File: config.mk
export PLATFORM = sky130hd
export DESIGN_NAME = rr_pkt_sched
export DESIGN_NICKNAME = d
export VERILOG_FILES = /design/src/rtl/rr_pkt_sched.sv
export SDC_FILE = /design/constraint.sdc
export NUM_CORES = 1
export LEC_CHECK = 0
export BUFFER_PORTS_ARGS = -buffer_cell sky130_fd_sc_hd__clkbuf_2
export CAP_MARGIN = 10
export CORE_MARGIN = 3
export CORE_UTILIZATION = 50
export CTS_CLUSTER_SIZE = 10
export DETAILED_ROUTE_END_ITERATION = 16
export PLACE_DENSITY = 0.75
export SETUP_SLACK_MARGIN = 0.5
export SLEW_MARGIN = 10
export SYNTH_ARGS = -nofsm -noshare
export SYNTH_HDL_FRONTEND = slang
export SYNTH_SLANG_ARGS = --single-unit
File: constraint.sdc
create_clock -name clk -period 9.3 [get_ports clk]
set_input_delay 0.93 -clock clk [delete_from_list [all_inputs] [get_ports clk]]
set_output_delay 0.93 -clock clk [all_outputs]
set_load 0.01 [all_outputs]
File: src/rtl/rr_pkt_sched.sv
// Packet-granular weighted round-robin scheduler: grant locks for a whole packet and holds for weight[i] packets.
// One-cycle req->gnt latency, same-cycle re-arbitration on release; dst_rdy=0 holds sel; RR_PKT_SCHED_WDOG_EN adds a stall watchdog.
module rr_pkt_sched #(
    parameter int NUM_OF_INPUT = 20,
    parameter int INPUT_NBITS  = 5,
    parameter int WEIGHT_NBITS = 4,
    parameter int WDOG_NBITS   = 8
) (
    input  logic                                 clk,
    input  logic                                 rstn,
    input  logic [NUM_OF_INPUT-1:0]              req,
    input  logic [NUM_OF_INPUT-1:0]              last,
    input  logic [NUM_OF_INPUT*WEIGHT_NBITS-1:0] weight,
    input  logic                                 en,
    input  logic                                 dst_rdy,
    output logic [NUM_OF_INPUT-1:0]              ack,
    output logic [INPUT_NBITS-1:0]               sel,
    output logic                                 gnt,
    output logic                                 err_timeout
);

    typedef enum logic {IDLE = 1'b0, XFER = 1'b1} state_t;

    state_t                  state, state_nxt;
    logic [INPUT_NBITS-1:0]  sel_nxt, ptr, ptr_nxt, arb_ptr, winner;
    logic [WEIGHT_NBITS-1:0] pkt_cnt, cnt_nxt, w_sel, eff_w;
    logic [WEIGHT_NBITS:0]   cnt_inc;
    logic                    in_pkt, in_pkt_nxt;
    logic                    req_sel, last_sel, beat, last_beat, quota_done, rel, wd_fire;

    if ((2 ** INPUT_NBITS) < NUM_OF_INPUT || WDOG_NBITS < 1) begin : g_bad_cfg
        $error("rr_pkt_sched: inconsistent parameters");
    end

    // First set bit strictly after p, wrapping; p itself is checked last.
    function automatic logic [INPUT_NBITS-1:0] rr_pick(input logic [NUM_OF_INPUT-1:0] r,
                                                        input logic [INPUT_NBITS-1:0]  p);
        logic [INPUT_NBITS-1:0] win;
        int                     idx;
        win = p;
        for (int k = NUM_OF_INPUT; k >= 1; k--) begin
            idx = int'(p) + k;
            if (idx >= NUM_OF_INPUT) idx = idx - NUM_OF_INPUT;
            if (r[idx]) win = INPUT_NBITS'(idx);
        end
        return win;
    endfunction

    assign gnt       = (state == XFER);
    assign req_sel   = req[sel];
    assign last_sel  = last[sel];
    assign beat      = gnt & req_sel & dst_rdy;
    assign last_beat = beat & last_sel;

    always_comb begin
        w_sel = '0;
        for (int i = 0; i < NUM_OF_INPUT; i++) begin
            if (sel == INPUT_NBITS'(i)) w_sel = weight[i*WEIGHT_NBITS +: WEIGHT_NBITS];
        end
    end

    assign eff_w      = (w_sel == '0) ? WEIGHT_NBITS'(1) : w_sel;
    assign cnt_inc    = {1'b0, pkt_cnt} + {{WEIGHT_NBITS{1'b0}}, 1'b1};
    assign quota_done = (cnt_inc >= {1'b0, eff_w});

    // Release: quantum spent (or en low) at a last beat, owner idle at a packet boundary, or watchdog.
    assign rel = gnt & ((last_beat & (quota_done | ~en)) | (~in_pkt & ~req_sel) | wd_fire);

    always_comb begin
        ack = '0;
        if (beat) ack[sel] = 1'b1;
    end

    assign arb_ptr = gnt ? sel : ptr;
    assign winner  = rr_pick(req, arb_ptr);

    always_comb begin
        state_nxt  = state;
        sel_nxt    = sel;
        ptr_nxt    = ptr;
        cnt_nxt    = pkt_cnt;
        in_pkt_nxt = in_pkt;
        case (state)
            IDLE: begin
                if (en && (|req)) begin
                    state_nxt  = XFER;
                    sel_nxt    = winner;
                    cnt_nxt    = '0;
                    in_pkt_nxt = 1'b0;
                end
            end
            XFER: begin
                if (rel) begin
                    ptr_nxt    = sel;
                    in_pkt_nxt = 1'b0;
                    cnt_nxt    = '0;
                    if (en && (|req)) sel_nxt = winner;
                    else              state_nxt = IDLE;
                end else if (beat) begin
                    in_pkt_nxt = ~last_sel;
                    if (last_sel && !(&pkt_cnt)) cnt_nxt = cnt_inc[WEIGHT_NBITS-1:0];
                end
            end
            default: state_nxt = IDLE;
        endcase
    end

    always_ff @(posedge clk or negedge rstn) begin
        if (!rstn) begin
            state   <= IDLE;
            sel     <= '0;
            ptr     <= INPUT_NBITS'(NUM_OF_INPUT - 1);
            pkt_cnt <= '0;
            in_pkt  <= 1'b0;
        end else begin
            state   <= state_nxt;
            sel     <= sel_nxt;
            ptr     <= ptr_nxt;
            pkt_cnt <= cnt_nxt;
            in_pkt  <= in_pkt_nxt;
        end
    end

`ifdef RR_PKT_SCHED_WDOG_EN
    logic [WDOG_NBITS-1:0] wd_cnt;
    logic                  err_q;

    assign wd_fire     = gnt & (&wd_cnt) & ~beat;
    assign err_timeout = err_q;

    always_ff @(posedge clk or negedge rstn) begin
        if (!rstn) begin
            wd_cnt <= '0;
            err_q  <= 1'b0;
        end else begin
            err_q <= wd_fire;
            if (!gnt || beat || rel) wd_cnt <= '0;
            else                     wd_cnt <= wd_cnt + {{(WDOG_NBITS-1){1'b0}}, 1'b1};
        end
    end
`else
    assign wd_fire     = 1'b0;
    assign err_timeout = 1'b0;
`endif

endmodule

After elaboration in Yosys (flattened, before gate mapping). Index checks and enable logic that the tools add are counted.

Word-level logic and storage cells: 280. Register bits: 16.

Reductions and logical operators: 11. Bitwise operators: 13. Add/subtract/negate cells: 41. Order comparisons: 43. Eq/ne operators: 23. Muxes and demuxes: 144.

Operators by type and width (count): $lt 32x7->1 const B (20); $mux 32 (20); $sub 6x5->7 const B (20); $ge 6x5->1 const B (20); $mux 5 (23); $bmux 1 s5 (22); $mux 4 (25); $add 5x4->6 const B (8); $mux 1 (48); $eq 5x4->1 const B (8); $add 5x5->6 const B (5); $add 5x3->6 const B (4); $eq 5x3->1 const B (4); $eq 5x5->1 const B (4); $mux 20 (1); $reduce_or 20->1 (1); $add 5x2->6 const B (2); $eq 5x2->1 const B (2); $pmux 5 s2 (1); $pmux 4 s2 (1); $add 5x1->6 const B (1); $and 1x1->1 (6); $lt 5x6->1 const B (1); $ne 3x1->1 const B (2); 17 further kinds (26).

Logic depth before layout (Yosys ltp).
Depth after elaboration: 30. Gate-level depth with buffers: 26. Depth with buffers taken out: 23.

Least setup slack after synthesis. OpenSTA, ideal clock, no wires.

Path type: register to register. Start point: reg state, in the netlist gnt. End point: reg sel[1]. Clock period less this slack: 5.220 ns. Slack: 4.080 ns. Stages on the path, launching flop included: 24. Buffers on the path: 5. Arrival: 5.076 ns. Required time: 9.156 ns. Cell sequence: dfrtp_1 -> buf_6 -> mux2i_4 -> buf_6 -> inv_2 -> buf_2 -> ha_1 -> buf_2 -> a21bo_2 -> and3_1 -> nor2_1 -> ha_1 -> a21boi_0 -> mux2_4 -> a311o_1 -> and3_1 -> clkbuf_2 -> o211a_1 -> o31ai_2 -> and2_2 -> o221a_1 -> nor2_1 -> a2111oi_1 -> a221oi_2.

Cells in the longest elaborated chain, start to end: 30. Elaborated cells on any way between the ends: 172. Those cells by class: 40 x add/sub; 20 x order compare; 1 x eq/ne; 104 x mux; 7 x bitwise.

RTL lines: start, declared (line 24) `state_t state, state_nxt;`; start signal, assigned (line 116) `state <= state_nxt;`; $mux 5 (line 74) `assign arb_ptr = gnt ? sel : ptr;`; $add 5x5->6 (line 42) `idx = int'(p) + k;`; $sub 6x5->7 / $ge 6x5->1 (equally long branches) (line 43) `if (idx >= NUM_OF_INPUT) idx = idx - NUM_OF_INPUT;`; $mux 32 (line 43); $bmux 1 s5 (line 44) `if (r[idx]) win = INPUT_NBITS'(idx);`; $mux 1 (implied by the code) (2 in a row) (line 44); $mux 5 (20 in a row) (line 44); $mux 5 (line 85, 97); $mux 5 (line 93) `if (rel) begin`; $pmux 5 s2 (line 83) `case (state)`; end signal, assigned (line 117) `sel <= sel_nxt;`; end, declared (line 17) `output logic [INPUT_NBITS-1:0] sel,`.

Parallel ways exist; a longest one is shown, timed or not. The select of a mux whose other input is x is not followed. A chain may end at the register's enable or synchronous reset.

Worst setup path after layout. Same ends and word-level chain as after synthesis.

==> results.tsv <==
metric	value	unit
outcome	completed	
# fillers	1697	
Slew @ Worst Pin	1.07	ns
largest net degree at the start of global routing	60	
Max Clk Rate	0.151	GHz
R2R Path End	sel[1]	
synthesized cell area	8930	µm²
final count of negative-setup-slack endpoints	0	
Synth top area share	6.81	%
first-pass GRT wire length	57.6	mm
Startpoint Class	flip-flop	
Die Footprint	19500	µm²
CTS max path bufs	2	
Worst Path Max Fanout	25	
commonest non-fill, non-tap cells in the layout	clkbuf_2 (149), nand2_1 (118), nor2_1 (101)	
clk_lat worst skew	0.26	ns
total congestion overflow	0	
Arrival @ worst endpoint	6.73	ns
Final period util	71.2	%
FF+latch count, synth	16	
vias	11030	
Synth async-reset ratio	100	%
PostCTS Resize Cnt	0	
synth warn	0	
H-tree depth	1	
RSZ-0062 raised after global routing	false	
CTS Sinks	16	
synth unique cells	114	
post-layout min period	6.62	ns
Worst setup EP type	flip-flop	
Final Hold Violating Endpoints	0	
antenna violations before repair	1	
Crit path required time	9.41	ns
Core Rows	48	
Mapped Cells	1222	
Critical Path Sink	sel[1]	
I/O Buffers	149	
relative slew slack	28.1	%
hold_buf cts	0	
GPL Wtd Cong	1.13	
Hold WC Path Type	flip-flop to flip-flop	
Root Driver	clkbuf_16	
Reg area	407	µm²
vias in the first global route	9962	
buffer count from post-CTS setup fixing	0	
Crit Path Class	flip-flop to flip-flop	
Initial Util	51.3	%
area leader, netlist	mux4_2	
Ports	151	
DRT iter0 DRCs	1391	
commonest non-fill, non-tap cell in the layout	clkbuf_2	
vias per cell	7.20	
routed len/inst	24.7	µm
Main synth FF type	dfrtp_1	
clock skew	0.00653	ns
Max Slew Vio Count	0	
drt first pass iters	6	
residual DRC count	0	
reg2reg setup slack	2.68	ns
area of the multi-input gates	7950	µm²
TNS Setup	0	ns
post-detailed-route count of antenna-violating nets	0	
CTS tree	yes	
Detail Placement HPWL	29.8	mm
number of synthesized flops with an enable pin	0	
Layout Nets	1481	
ant diodes	0	
r2r worst-path depth	14	
worst flop-to-flop path startpoint	gnt	
die height	140	µm
Area Overhead vs Synth	9.32	%
Core Area	17400	µm²
top cells by area, synth	mux4_2 (6.8%), ha_1 (6.7%), nand2_1 (5.0%)	
total track usage	36.8	%
sequential element share of the synthesized area	4.53	%
CTS Buf Count	3	
share of cells above drive strength 1	21.6	%
die width	140	µm
max-cap violations	0	
Routed WL	37.9	mm
post-synthesis average cell area	7.31	µm²
Clock transition at path regs	0.06	ns
syn nets	1394	
CP Launch Point	gnt	
## sequential cells by signal, indices dropped and copies added (netlist names)
register	flops
in_pkt	1
ptr	5
gnt	1
pkt_cnt	4
sel	5
## kinds of logic (layout without fill, tap and decap cells)
group	count (synthesis)	in the layout	synth area share (%)
AO/OA/AOI/OAI	459	459	37.3
other	1	1	0.0420
XOR/XNOR	31	31	3.29
flip-flops	16	16	4.53
buffers and inverters	125	211	6.50
adder cells (fa/ha/maj)	48	48	6.73
multiplexers	104	104	16.9
AND/OR/NAND/NOR	438	438	24.7
## worst min path at each step
stage                    start         end  slack [ns]  cells past startpoint
finish              pkt_cnt[1]  pkt_cnt[1]        0.52                      2
global route        pkt_cnt[1]  pkt_cnt[1]        0.54                      2
CTS                 pkt_cnt[1]  pkt_cnt[1]        0.52                      2
detailed placement  pkt_cnt[1]  pkt_cnt[1]        0.50                      2
global placement    pkt_cnt[1]  pkt_cnt[1]        0.50                      2
floorplan           pkt_cnt[1]  pkt_cnt[1]        0.48                      2
## critical path, stage by stage (launching register included)
cell      delay (ns)
dfrtp_1         0.56
mux2i_4         0.75
inv_2           0.47
ha_1            0.52
xnor2_2         0.86
inv_1           0.49
a221oi_1        0.33
o211ai_1        0.22
and4b_1         0.26
nor4_1          0.90
a31o_2          0.36
a211oi_1        0.08
and4b_1         0.24
o31ai_1         0.29
a221oi_2        0.12
## cell type report
type                            count  area share, %
Clock buffer                        4          0.910
Multi-Input combinational cell   1081           81.5
Sequential cell                    16           4.17
Tap cell                          225           2.88
Inverter                           41           1.63
Timing Repair Buffer              166           8.95
## per-stage QoR
stage	hold WS, ns	worst slack (ns)	instance area [µm²]	util, %	cells
final	0.516	2.68	9760	56.0	1533
after floorplan	0.476	4.08	8930	-	1222
after global routing	0.540	2.38	9760	56.0	1533
after detailed placement	0.504	2.97	9670	55.5	1529
after CTS	0.516	2.95	9760	56.0	1533
after global placement	0.498	3.09	9670	55.5	1529
## layer usage
layer,vias up,part of all wire [%],global-route usage [%]
met5,-,0.040,0
met4,2,3.8,12.0
met3,115,14,10.5
met2,787,43,56.0
met1,5153,40,50.4
li1,4973,-,-
## cells in the mapped netlist (all sizes together) (5+ instances only)
cell     instances
a211oi          32
a31oi           29
o31ai           11
nand2b          21
mux2i           46
nand4           11
a311oi           6
nand3           36
nor3            34
xnor2           30
a22oi           21
o32ai            5
o311ai           7
o21a            14
a221oi          18
o21bai           5
buf             44
o21ai           71
a21oi           75
or2              8
o211a            7
inv             40
a21o            15
mux4            30
clkbuf          40
ha              48
a211o           14
dfrtp           13
nor4            19
o211ai          23
nand2          118
nor2           102
nand3b           5
o22ai           22
a41oi            6
and2            16
or3             14
mux2            28
and3            14
a2111oi          6
nor2b           16
a21boi          13
Power is not shown: default switching activity piles up to over one toggle a cycle in this logic, so the estimate is an artifact.
